### src/rtl/load_store_unit.sv
// Load/store sequencer between a CPU request/response port and a registered data memory.
// Define LSU_ADDR_CHECK_EN to reject addresses at or beyond MEM_DEPTH with rsp_err.
module load_store_unit #(
    parameter int WORD_SIZE = 19,
    parameter int MEM_DEPTH = 1024
) (
    input  logic                 clk,
    input  logic                 rst,
    input  logic                 req_valid,
    output logic                 req_ready,
    input  logic                 req_we,
    input  logic [WORD_SIZE-1:0] req_addr,
    input  logic [WORD_SIZE-1:0] req_wdata,
    output logic                 rsp_valid,
    input  logic                 rsp_ready,
    output logic [WORD_SIZE-1:0] rsp_rdata,
    output logic                 rsp_err,
    output logic                 WR_EN_DM,
    output logic                 RD_EN_DM,
    output logic [WORD_SIZE-1:0] address,
    output logic [WORD_SIZE-1:0] data_in,
    input  logic [WORD_SIZE-1:0] data_out,
    output logic [15:0]          rd_count,
    output logic [15:0]          wr_count
);

    // state     | meaning
    // IDLE      | ready for a request
    // READ      | RD_EN_DM pulse to memory
    // READ_WAIT | memory data arrives, captured into rsp_rdata
    // WRITE     | WR_EN_DM pulse to memory
    // RESP      | response held until rsp_ready
    localparam logic [2:0] IDLE      = 3'd0;
    localparam logic [2:0] READ      = 3'd1;
    localparam logic [2:0] READ_WAIT = 3'd2;
    localparam logic [2:0] WRITE     = 3'd3;
    localparam logic [2:0] RESP      = 3'd4;

    logic [2:0] state;
    logic [2:0] state_next;
    logic       we_q;
    logic       err_q;
    logic       req_fire;
    logic       rsp_fire;
    logic       addr_bad;

    assign req_ready = (state == IDLE);
    assign RD_EN_DM  = (state == READ);
    assign WR_EN_DM  = (state == WRITE);
    assign rsp_valid = (state == RESP);
    assign rsp_err   = err_q;

    assign req_fire = req_valid & req_ready;
    assign rsp_fire = rsp_valid & rsp_ready;

`ifdef LSU_ADDR_CHECK_EN
    // one extra bit so a MEM_DEPTH equal to 2**WORD_SIZE still compares correctly
    assign addr_bad = ({1'b0, req_addr} >= (WORD_SIZE+1)'(MEM_DEPTH));
`else
    assign addr_bad = 1'b0;
`endif

    always_comb begin
        state_next = state;
        case (state)
            IDLE: begin
                if (req_fire) begin
                    if (addr_bad)
                        state_next = RESP;
                    else if (req_we)
                        state_next = WRITE;
                    else
                        state_next = READ;
                end
            end
            READ:      state_next = READ_WAIT;
            READ_WAIT: state_next = RESP;
            WRITE:     state_next = RESP;
            RESP: begin
                if (rsp_fire)
                    state_next = IDLE;
            end
            default:   state_next = IDLE;
        endcase
    end

    always_ff @(posedge clk) begin
        if (rst) begin
            state     <= IDLE;
            we_q      <= 1'b0;
            err_q     <= 1'b0;
            address   <= '0;
            data_in   <= '0;
            rsp_rdata <= '0;
            rd_count  <= '0;
            wr_count  <= '0;
        end else begin
            state <= state_next;

            if (req_fire) begin
                address <= req_addr;
                data_in <= req_wdata;
                we_q    <= req_we;
                err_q   <= addr_bad;
                if (addr_bad)
                    rsp_rdata <= '0;
            end

            if (state == READ_WAIT)
                rsp_rdata <= data_out;
            if (state == WRITE)
                rsp_rdata <= '0;

            // erroneous responses are not counted; counters stick at all-ones
            if (rsp_fire && !err_q) begin
                if (we_q) begin
                    if (wr_count != 16'hFFFF)
                        wr_count <= wr_count + 16'd1;
                end else begin
                    if (rd_count != 16'hFFFF)
                        rd_count <= rd_count + 16'd1;
                end
            end
        end
    end

endmodule

### config.mk
export PLATFORM = sky130hd
export DESIGN_NAME = load_store_unit
export DESIGN_NICKNAME = d
export VERILOG_FILES = /design/src/rtl/load_store_unit.sv
export SDC_FILE = /design/constraint.sdc
export NUM_CORES = 1
export LEC_CHECK = 0
export CORE_MARGIN = 1.5
export CORE_UTILIZATION = 35
export DETAILED_ROUTE_END_ITERATION = 7
export PLACE_DENSITY = 0.65
export SLEW_MARGIN = 20
export SYNTH_ARGS = -nofsm -noshare
export SYNTH_HDL_FRONTEND = slang
export SYNTH_SLANG_ARGS = --single-unit
### constraint.sdc
create_clock -name clk -period 2.55 [get_ports clk]
set_clock_uncertainty 0.15 [all_clocks]
set_input_delay 0.3825 -clock clk [delete_from_list [all_inputs] [get_ports clk]]
set_output_delay 0.3825 -clock clk [all_outputs]
set_load 0.01 [all_outputs]
# == Word level (Yosys, flattened, before mapping) ==
# Index checks and enable logic that the tools add are counted.
# word_totals
elab_cells,30
out_inout_bits,94
ff_bits,93
# op_classes
bitwise,3
mux,4
n_eq_ne,8
addsub,2
n_reduce_logical,6
# ops
op,count
16-bit by 1-bit adder with 16-bit output (second input constant),2
16-bit != test (second input constant),2
3-bit case mux with 4 select lines,1
3-bit by 2-bit == test with 1-bit output (second input constant),2
3-bit 2-to-1 mux,2
3-bit AND reduction,2
2-bit by 1-bit != test with 1-bit output (second input constant),2
2-bit OR reduction,2
3-bit by 1-bit == test with 1-bit output (second input constant),1
3-bit == test (second input constant),1
3-bit logical NOT,1
1-bit AND,2
2-bit 2-to-1 mux,1
2-bit AND reduction,1
1-bit inverter,1

# == Depth between registers and ports, before layout ==
# Gate-level depths: netlist of run 1.
# depth
ltp_word,4
mapped_depth,7

# == Least setup slack after synthesis of run 1 ==
# OpenSTA, ideal clock, no wires.
# synth_path
path_type,flip-flop to flip-flop
startpoint,register rd_count[8]
endpoint,register rd_count[0]
period_less_slack_ps,1832
arrival_time_ps,1558
slack_ps,718
path_stages_with_launch,6
setup_time_ps,123
cell_sequence,dfxtp_1 -> nand4_1 -> nor3_1 -> buf_2 -> a21oi_1 -> mux2_1
# synth_via
elab_chain_len,2
# synth_rtl
element,line_no,rtl
start: declaration,23,"output logic [15:0] rd_count,"
start signal: assignment,121,rd_count <= rd_count + 16'd1;
16-bit != test,120,if (rd_count != 16'hFFFF)
3-bit AND reduction (no source line),--,
# No other way between the ends.
# A chain may end at the register's enable or synchronous reset.

# == Final worst setup path of run 1 ==
# layout_path
startpoint,register state[2]
endpoint,output rsp_valid
# layout_via
elab_chain_len,1
# layout_rtl
element,line_no,rtl
start: declaration,39,logic [2:0] state;
start signal: assignment,98,state <= state_next;
3-bit == test,50,assign rsp_valid = (state == RESP);
end: declaration,14,"output logic rsp_valid,"
# No other way between the ends.

==> impl_metrics.yaml, run 1 <==
timing:
  hold_viol_final: 0
  tns_ns: 0
  setup_viol_count_final: 0
  max_freq_mhz: 443
  max_slew_margin_pct: 54.9
  finalMaxSlewViolations: 0
  layout_min_cycle_time_ns: 2.26
  rsz0062_at_grt: "false"
  tightest_slew_ns: 0.676
  period_share_pct: 88.6
yosys:
  synth.net_count: 549
  synth_top_family_by_area: "simple AND/OR/NAND/NOR gates"
  synth_ff_type: "dfxtp_1"
  ys.warnings.count: 0
  synth-compound-area-share_pct: 15.5
  synth-edff-count: 0
  yosysTopAreaCellShare_pct: 46.9
  ys_seq_elements: 93
  avgSynthCellArea_um2: 8.18
  seq_area_frac_synth_pct: 46.9
  syn_area_um2: 3970
  synthMuxAreaShare_pct: 3.63
  synth_area_leaders: "dfxtp_1, nand2_1, a21oi_1"
  yosysMostFrequentCell: "nand2_1"
  synth_xor_area_share_pct: 0
  yosysTopAreaCell: "dfxtp_1"
  yosys.area_share.adder_pct: 0.631
  synthTopCellsByCount: "nand2_1, dfxtp_1, a21oi_1, clkbuf_1, nand4_1"
  postSynthCellCount: 485
  yosys.area_share.simple_pct: 29.7
  async_reset_ff_share_pct: 0
  synth_cell_types: 44
cts:
  clockRootBuffer: "clkbuf_16"
  clk_pin_slew_ns: 0.06
  cts_hold_buf: 0
  clock_path_buffers: 2
  cts_htree_levels: 3
  cts_setup_buffers: 0
  numCtsBuffers: 9
  clk_latency_ns: 0.33
  cts_sinks: 93
  cts_tree: "done"
  post_cts_resized: 0
detailed_routing:
  ant_nets: 0
  drt_first_pass_iters: 4
  finalWirelength_mm: 11.1
  vias: 3942
  drt-vias-per-instance: 5.09
  drt_iter0_drc: 185
  drc: 0
  wl_per_cell_um: 14.3
global_routing:
  grt_pass1_wl_mm: 17.1
  track_usage_pct: 18.2
  grt_pass1_vias: 3597
  antenna_found_initial: 0
  grt_overflow: 0
  grt_max_degree: 38
floorplanning:
  fp.dieH_um: 109
  ioPinCount: 156
  die-area_um2: 12000
  design.core.area_um2: 10900
  rows: 38
  initial_core_util_pct: 36.3
  dieWidth_um: 109
setup_path:
  cp_max_fo: 6
  cp-end-kind: "output pin"
  start_kind: "flip-flop"
  worstPathRequired_ns: 2.02
  ff2ff_setup_slack_ns: 0.55
  criticalPathCategory: "reg2out"
  arrival_ns: 1.73
pwr:
  p_per_area_nw_per_um2: 578
  p_leak_nw: 2.07
  peakVddDrop_mv: 0.269
finish:
  fin_cells: 774
  area_growth_pct: 50.2
  diodes: 0
  fin_nets: 693
  drive_gt1_share_pct: 6.62
job:
  cap_violations: 0
placement:
  place_congestion: 0.761
  portBuffers: 154
  placed_cells: 758
  hpwlAfterDp_mm: 7.91
hold_path:
  worstHoldPathType: "reg2reg"
status:
  outcome: "finished, final reports clean"
==> worst paths after layout <==
| path | from | end | cells past startpoint |
|---|---|---|---|
| worst max-delay path | state[2]$_SDFFE_PP0P_ | rsp_valid | 3 |
| worst min-delay path | data_in[10]$_SDFFE_PP0P_ | data_in[10]$_SDFFE_PP0P_ | 2 |
| worst min register to register | data_in[10]$_SDFFE_PP0P_ | data_in[10]$_SDFFE_PP0P_ | 2 |
| worst max register to register | wr_count[0]$_SDFFE_PP0P_ | wr_count[0]$_SDFFE_PP0P_ | 6 |
==> cells in the final DEF (no fill, tap or decap), drive strengths merged, types with 11 or more instances in the layout <==
master / Yosys / routed
dfxtp: 93 / 93
nand2: 136 / 136
clkdlybuf4s50: 0 / 153
nor2: 14 / 14
mux2: 11 / 11
nand4: 17 / 17
clkbuf: 19 / 11
nor2b: 13 / 13
a21oi: 77 / 77
==> kinds of logic after synthesis <==
family / count (synthesis)
simple gates: 237
buf+inv: 32
fa+ha+maj: 2
compound gates: 107
mux: 13
flops: 93
other cells: 1
==> per-layer routing <==
metal / routed length, um / track usage, % / share of wire, %
met4: 182 / 7.33 / 1.6
met1: 4820 / 22.1 / 44
met5: 0 / 0 / 0
met3: 812 / 4.03 / 7.3
met2: 5240 / 31.1 / 47
==> final cells by class <==
cell class / count / area (um2)
timing repair buffer: 161 / 1610
tap: 140 / 175
clock inverter: 5 / 83.8
inverter: 4 / 15.0
fill: 1022 / 4980
multi-input combinational: 360 / 1970
sequential: 93 / 1860
clock buffer: 11 / 243
==> flip-flops by register name, indices dropped and copies added, names as in the netlist <==
register,cells
address,19
rsp_rdata,19
rd_count,16
data_in,19
wr_count,16
state,3
we_q,1
==> power by group <==
group | switching [mW] | total [mW] | internal (mW)
sequential | 0.0381 | 1.55 | 1.52
combinational | 0.208 | 0.453 | 0.245
clock | 0.553 | 1.44 | 0.888
==> through the flow <==
step / utilization, % / hold WS [ns] / instance area, um2 / power [mW] / worst slack [ns]
6_report: 54.5 / 0.302 / 5960 / 3.45 / 0.292
2_1_floorplan: - / 0.331 / 3970 / 1.77 / 0.718
4_1_cts: 54.5 / 0.306 / 5960 / 3.49 / 0.270
3_5_place_dp: 51.5 / 0.297 / 5630 / 2.04 / 0.190
3_3_place_gp: 51.5 / 0.292 / 5630 / 2.04 / 0.220
5_1_grt: 54.5 / 0.324 / 5960 / 3.59 / 0.192
==> worst max-delay path, cell delays in order, from the launching register on <==
cell and delay (ns):
dfxtp_1 0.41, inv_1 0.11, nor3_1 0.25, clkdlybuf4s50_1 0.62
Power figures use the tool's default switching activity.
==> run 2: changes to the inputs <==
--- a/config.mk
+++ b/config.mk
@@ -5,6 +5,7 @@
 export SDC_FILE = /design/constraint.sdc
 export NUM_CORES = 1
 export LEC_CHECK = 0
+export CAP_MARGIN = 20
 export CORE_MARGIN = 1.5
 export CORE_UTILIZATION = 35
 export DETAILED_ROUTE_END_ITERATION = 7
==> results of run 2 <==
The final DEF is identical to that of run 1; final timing and power are the same.
